File: src/rtl/ker_osc_pkg.sv
// Shared types and default timing for the kernel-clock oscillator request controller.
//   osc_state_e : controller state encoding (3 bits)
//   DEF_*       : default parameter values for ker_osc_req_ctrl
//   max_u       : constant helper used to size the shared counter
package ker_osc_pkg;

  typedef enum logic [2:0] {
    ST_OFF   = 3'd0,
    ST_START = 3'd1,
    ST_ON    = 3'd2,
    ST_HOLD  = 3'd3,
    ST_STOP  = 3'd4,
    ST_ERR   = 3'd5
  } osc_state_e;

  localparam int unsigned DEF_REQ_NUM         = 8;
  localparam int unsigned DEF_STARTUP_TIMEOUT = 1023;
  localparam int unsigned DEF_OFF_DELAY       = 16;

  function automatic int unsigned max_u(input int unsigned a, input int unsigned b);
    return (a > b) ? a : b;
  endfunction

endpackage

File: src/rtl/ker_osc_req_ctrl.sv
// Shared-oscillator (CSI/HSI) request controller for the per-peripheral kernel clock path.
// Merges the peripheral kernel-clock requests with a software force-on bit, sequences the
// oscillator (enable, wait ready, hold-off, wait not-ready) and hands out per-requester grants
// only while the oscillator is stable.
//
// Ports
//   i_clk        in   clock
//   sys_rst      in   synchronous reset, active-high
//   per_ker_req  in   [REQ_NUM] per-peripheral kernel-clock request (level)
//   osc_force_on in   software oscillator-on bit (level)
//   osc_rdy      in   oscillator ready, already synchronous to i_clk
//   err_clr      in   single-cycle pulse, clears startup_err and leaves ERR
//   osc_en       out  oscillator enable
//   osc_gnt      out  [REQ_NUM] per-requester grant, kernel clock usable
//   osc_busy     out  controller not in OFF
//   startup_err  out  sticky error: startup timeout or ready loss
//
// state | meaning
// ------+---------------------------------------------------------------
// OFF   | oscillator off, idle
// START | oscillator enabled, waiting for osc_rdy (bounded by timeout)
// ON    | oscillator stable, grants follow requests
// HOLD  | no request, oscillator kept on for OFF_DELAY cycles
// STOP  | oscillator disabled, waiting for osc_rdy to fall
// ERR   | startup timeout or ready loss, waiting for err_clr
module ker_osc_req_ctrl
  import ker_osc_pkg::*;
#(
  parameter int unsigned REQ_NUM         = DEF_REQ_NUM,
  parameter int unsigned STARTUP_TIMEOUT = DEF_STARTUP_TIMEOUT,
  parameter int unsigned OFF_DELAY       = DEF_OFF_DELAY
) (
  input  logic               i_clk,
  input  logic               sys_rst,
  input  logic [REQ_NUM-1:0] per_ker_req,
  input  logic               osc_force_on,
  input  logic               osc_rdy,
  input  logic               err_clr,
  output logic               osc_en,
  output logic [REQ_NUM-1:0] osc_gnt,
  output logic               osc_busy,
  output logic               startup_err
);

  localparam int unsigned CNT_W = $clog2(max_u(STARTUP_TIMEOUT, OFF_DELAY) + 1);

  localparam logic [CNT_W-1:0] CNT_MAX    = '1;
  localparam logic [CNT_W-1:0] START_LAST = CNT_W'(STARTUP_TIMEOUT - 1);
  localparam logic [CNT_W-1:0] HOLD_LAST  = CNT_W'(OFF_DELAY - 1);

  osc_state_e         state_q, state_d;
  logic [CNT_W-1:0]   cnt_q, cnt_d;
  logic [CNT_W-1:0]   cnt_inc;
  logic               osc_en_q, osc_en_d;
  logic [REQ_NUM-1:0] osc_gnt_q, osc_gnt_d;
  logic               osc_busy_q, osc_busy_d;
  logic               startup_err_q, startup_err_d;
  logic               any_req;

  always_comb begin
    any_req = (|per_ker_req) | osc_force_on;
    // Saturating increment keeps the counter from wrapping back into a compare window.
    cnt_inc = (cnt_q == CNT_MAX) ? cnt_q : cnt_q + CNT_W'(1);
  end

  always_comb begin
    state_d       = state_q;
    cnt_d         = cnt_q;
    startup_err_d = startup_err_q;
    osc_gnt_d     = '0;

    case (state_q)
      ST_OFF: begin
        if (any_req) begin
          state_d = ST_START;
          cnt_d   = '0;
        end
      end

      ST_START: begin
        // Ready wins over a timeout landing in the same cycle.
        if (osc_rdy) begin
          state_d = ST_ON;
        end else if (cnt_q == START_LAST) begin
          state_d       = ST_ERR;
          startup_err_d = 1'b1;
        end else begin
          cnt_d = cnt_inc;
        end
      end

      ST_ON: begin
        if (!osc_rdy) begin
          state_d       = ST_ERR;
          startup_err_d = 1'b1;
        end else begin
          osc_gnt_d = per_ker_req;
          if (!any_req) begin
            state_d = ST_HOLD;
            cnt_d   = '0;
          end
        end
      end

      ST_HOLD: begin
        if (!osc_rdy) begin
          state_d       = ST_ERR;
          startup_err_d = 1'b1;
        end else begin
          osc_gnt_d = per_ker_req;
          if (any_req) begin
            state_d = ST_ON;
          end else if (cnt_q == HOLD_LAST) begin
            state_d = ST_STOP;
          end else begin
            cnt_d = cnt_inc;
          end
        end
      end

      ST_STOP: begin
        if (!osc_rdy) begin
          state_d = ST_OFF;
        end
      end

      ST_ERR: begin
        if (err_clr) begin
          state_d       = ST_STOP;
          startup_err_d = 1'b0;
        end
      end

      default: begin
        state_d = ST_OFF;
      end
    endcase

    osc_en_d   = (state_d == ST_START) || (state_d == ST_ON) || (state_d == ST_HOLD);
    osc_busy_d = (state_d != ST_OFF);
  end

  always_ff @(posedge i_clk) begin
    if (sys_rst) begin
      state_q       <= ST_OFF;
      cnt_q         <= '0;
      osc_en_q      <= 1'b0;
      osc_gnt_q     <= '0;
      osc_busy_q    <= 1'b0;
      startup_err_q <= 1'b0;
    end else begin
      state_q       <= state_d;
      cnt_q         <= cnt_d;
      osc_en_q      <= osc_en_d;
      osc_gnt_q     <= osc_gnt_d;
      osc_busy_q    <= osc_busy_d;
      startup_err_q <= startup_err_d;
    end
  end

  assign osc_en      = osc_en_q;
  assign osc_gnt     = osc_gnt_q;
  assign osc_busy    = osc_busy_q;
  assign startup_err = startup_err_q;

endmodule

File: config.mk
export PLATFORM = sky130hd
export DESIGN_NAME = ker_osc_req_ctrl
export DESIGN_NICKNAME = d
export VERILOG_FILES = /design/src/rtl/ker_osc_pkg.sv /design/src/rtl/ker_osc_req_ctrl.sv
export SDC_FILE = /design/constraint.sdc
export NUM_CORES = 1
export LEC_CHECK = 0
export CAP_MARGIN = 0
export CORE_ASPECT_RATIO = 1.25
export CORE_MARGIN = 1
export CORE_UTILIZATION = 35
export DETAILED_ROUTE_END_ITERATION = 7
export GPL_ROUTABILITY_DRIVEN = 0
export PLACE_DENSITY = 0.63
export SYNTH_ARGS = -nofsm -noshare
export SYNTH_HDL_FRONTEND = slang
export SYNTH_SLANG_ARGS = --single-unit
File: constraint.sdc
create_clock -name i_clk -period 1.6 [get_ports i_clk]
set_input_delay 0.48 -clock i_clk [delete_from_list [all_inputs] [get_ports i_clk]]
set_output_delay 0.48 -clock i_clk [all_outputs]
set_load 0.02 [all_outputs]
==> flow_summary.json <==
{
  "status": "finished, violations left",
  "violations": "negative setup slack",
  "slew_headroom_pct": 79.7,
  "yosys.cell_types.count": 46,
  "clockPowerShare_pct": 27.1,
  "fillers": 286,
  "critPathArrivalTime_ns": 1.86,
  "drive_gt1_share_pct": 40.8,
  "cpMaxStageDelayCell": "a221o_2",
  "rows": 23,
  "holdPathEnd": "osc_gnt[6]",
  "grt_setup_unrepaired": "yes",
  "syn_inst": 136,
  "slew_viol_final": 0,
  "cts_buffers": 3,
  "cts_tree": "built",
  "clk_pin_slew_worst_paths_ns": 0.09,
  "initial_core_util_pct": 37.3,
  "cts_root_buffer": "clkbuf_8",
  "seq_area_frac_synth_pct": 39.6,
  "netlist_area_um2": 1210,
  "drc_errors": 0,
  "yosys.area.top_type": "dfxtp_1",
  "worst_slack_ns": -0.117,
  "worst_path_largest_cell_delay_ns": 0.46,
  "worst_pin_slew_ns": 0.304,
  "nets": 213,
  "h-tree-depth": 1,
  "p_sw_share_pct": 29.6,
  "fp.dieH_um": 67.8,
  "syn_nets": 151,
  "layout_commonest_cell": "buf_4",
  "leakage_nw": 0.806,
  "via_per_inst": 5.71,
  "worst-r2r-cell-count": 7,
  "crit_type": "reg -> reg",
  "clkLatencyLatePin_ns": 0.27,
  "syn_area_per_cell_um2": 8.92,
  "setup_tns_ns": -0.977,
  "start_kind": "flip-flop",
  "power_switching_w": 0.000401,
  "finish.utilization_pct": 60.6,
  "fin_area_um2": 1970,
  "overflow": 0,
  "r2r_start": "cnt_q[0]",
  "place_inst": 225,
  "min_period_over_period_pct": 107,
  "hpwl_um": 2630,
  "end_kind": "flip-flop",
  "setup_violations": 12,
  "pwr-share-seq_pct": 47.2,
  "ir_drop_mv": 0.434,
  "r2r_setup_slack_ns": -0.12,
  "ys_seq_elements": 24,
  "synth.area.top_cells": "dfxtp_1 40%, and2_1 4.6%, a31oi_1 4.1%, and3_1 4.1%, nand3_1 3.3%",
  "first_pass_iters": 5,
  "crit_chain": "inv_2 > ha_4 > nand3_4 > nor3_2 > a221o_2 > o311ai_2 > o21ai_1",
  "die_area_um2": 3710,
  "post_drt_wl_per_cell_um": 15.9,
  "yosys.area.top_type_share_pct": 39.6,
  "hold_start": "per_ker_req[6]",
  "final_cells": 233,
  "startpoint": "cnt_q[0]",
  "finalHoldViolations": 0,
  "skew_ns": 0.00455,
  "wirelength_um": 3690,
  "dpl_cell_area_um2": 1730,
  "fmax_mhz": 582,
  "combPwrFrac_pct": 25.7,
  "postRouteAntennaNets": 0,
  "whs_path_depth": 2,
  "period_minus_slack_ns": 1.72,
  "yosys_warnings": 0,
  "grt_usage_pct": 21.4,
  "cts_sinks": 24,
  "core_um2": 3250,
  "cts_buffer_depth": 2,
  "drv_cap": 0,
  "grt_max_degree": 15,
  "first_global_vias": 1238,
  "antennaDiodeCount": 0,
  "worstPathMaxFanout": 6,
  "min_path_type": "in -> reg",
  "antenna_found_initial": 0,
  "worst_ep_required_time_ns": 1.75,
  "r2r_end": "cnt_q[2]",
  "drtIter0Drc": 44,
  "grt_pass1_wl_um": 5690,
  "pin_count": 24,
  "dp_slack_ns": -0.609,
  "layout_common_cells": "33 x buf_4, 21 x dfxtp_1, 17 x dlygate4sd2_1",
  "syn2layout_area_growth_pct": 62.4,
  "p_per_area_nw_per_um2": 686,
  "dr_total_vias": 1331,
  "die_w_um": 54.7,
  "portBuffers": 23,
  "p_int_w": 0.000951
}
cell families after synthesis:
| group | synth area share (%) |
|---|---|
| muxes | 0.825 |
| buffers and inverters | 3.81 |
| and+or+nand+nor | 26.8 |
| AOI/OAI and AO/OA | 26.9 |
| DFF | 39.6 |
| adders and majority gates | 2.06 |
cell type report:
type,instances,area [um2],area share (%)
clock buffers,3,41.3,2.10
inverters,6,22.5,1.14
flip-flops and latches,24,492,25.0
well taps,37,46.3,2.35
repair buffers,60,497,25.2
multi-input cells,103,872,44.3
state kept, by name, indices dropped and copies added, names as in the netlist:
register and cells:
state_q 3, osc_gnt 8, osc_en 1, osc_busy 1, cnt_q 10, startup_err 1
cells in the mapped netlist (all sizes together):
cell,count
o41ai,1
a41oi,1
o31ai,3
nor2,11
a31oi,8
nor4,2
nand4,3
o22ai,1
or3,1
o311ai,3
a21o,1
dfxtp,24
a31o,3
a211oi,1
o21a,4
and2,9
a221o,1
nand3,8
or2,1
mux2i,1
and4b,1
and3,8
ha,2
nand2,6
or2b,1
nor2b,2
o211ai,2
o32ai,2
a221oi,1
buf,3
a22oi,1
o21ai,5
o32a,1
nor3,2
and4,1
a21oi,5
inv,6
worst max path at each step:
stage	end	cells past startpoint
after floorplan	cnt_q[9]	7
after global placement	cnt_q[2]	6
after detailed placement	cnt_q[5]	6
after CTS	cnt_q[4]	7
after global routing	cnt_q[5]	7
final	cnt_q[2]	7
layer usage:
metal  up-vias  part of all wire [%]  track usage, %
met5         -                     0               0
li1        644                     -               -
met1       635                    40            23.0
met4         0                   2.6            8.97
met3         9                   3.8            2.89
met2        43                    54            39.8
per-stage QoR:
stage               hold WS [ns]  power, W
CTS                        0.490   0.00133
detailed placement         0.481  0.000962
finish                     0.464   0.00135
global route               0.484   0.00140
global placement           0.475  0.000960
floorplan                  0.452  0.000817
timing repair:
action / in CTS / in global routing
gates resized for setup: 51 / 16
hold buffers: 0 / 0
setup endpoints to repair: 26 / 15
setup buffers: 2 / 3
pin swaps: 17 / 14
power groups by stage:
stage	Combinational (W)	Clock, W	Sequential (W)
3_3_place_gp	0.000305	0	0.000654
3_5_place_dp	0.000308	0	0.000654
5_1_grt	0.000370	0.000389	0.000643
6_report	0.000347	0.000366	0.000639
2_1_floorplan	0.000151	0	0.000667
4_1_cts	0.000331	0.000363	0.000640
worst max-delay path: cells and delay by family, from the launching register on:
family / cells / cell delay, ns
compound gates: 3 / 0.88
flops: 1 / 0.38
buf+inv: 1 / 0.05
simple gates: 2 / 0.13
fa+ha+maj: 1 / 0.15
(Power assumes the default switching activity.)
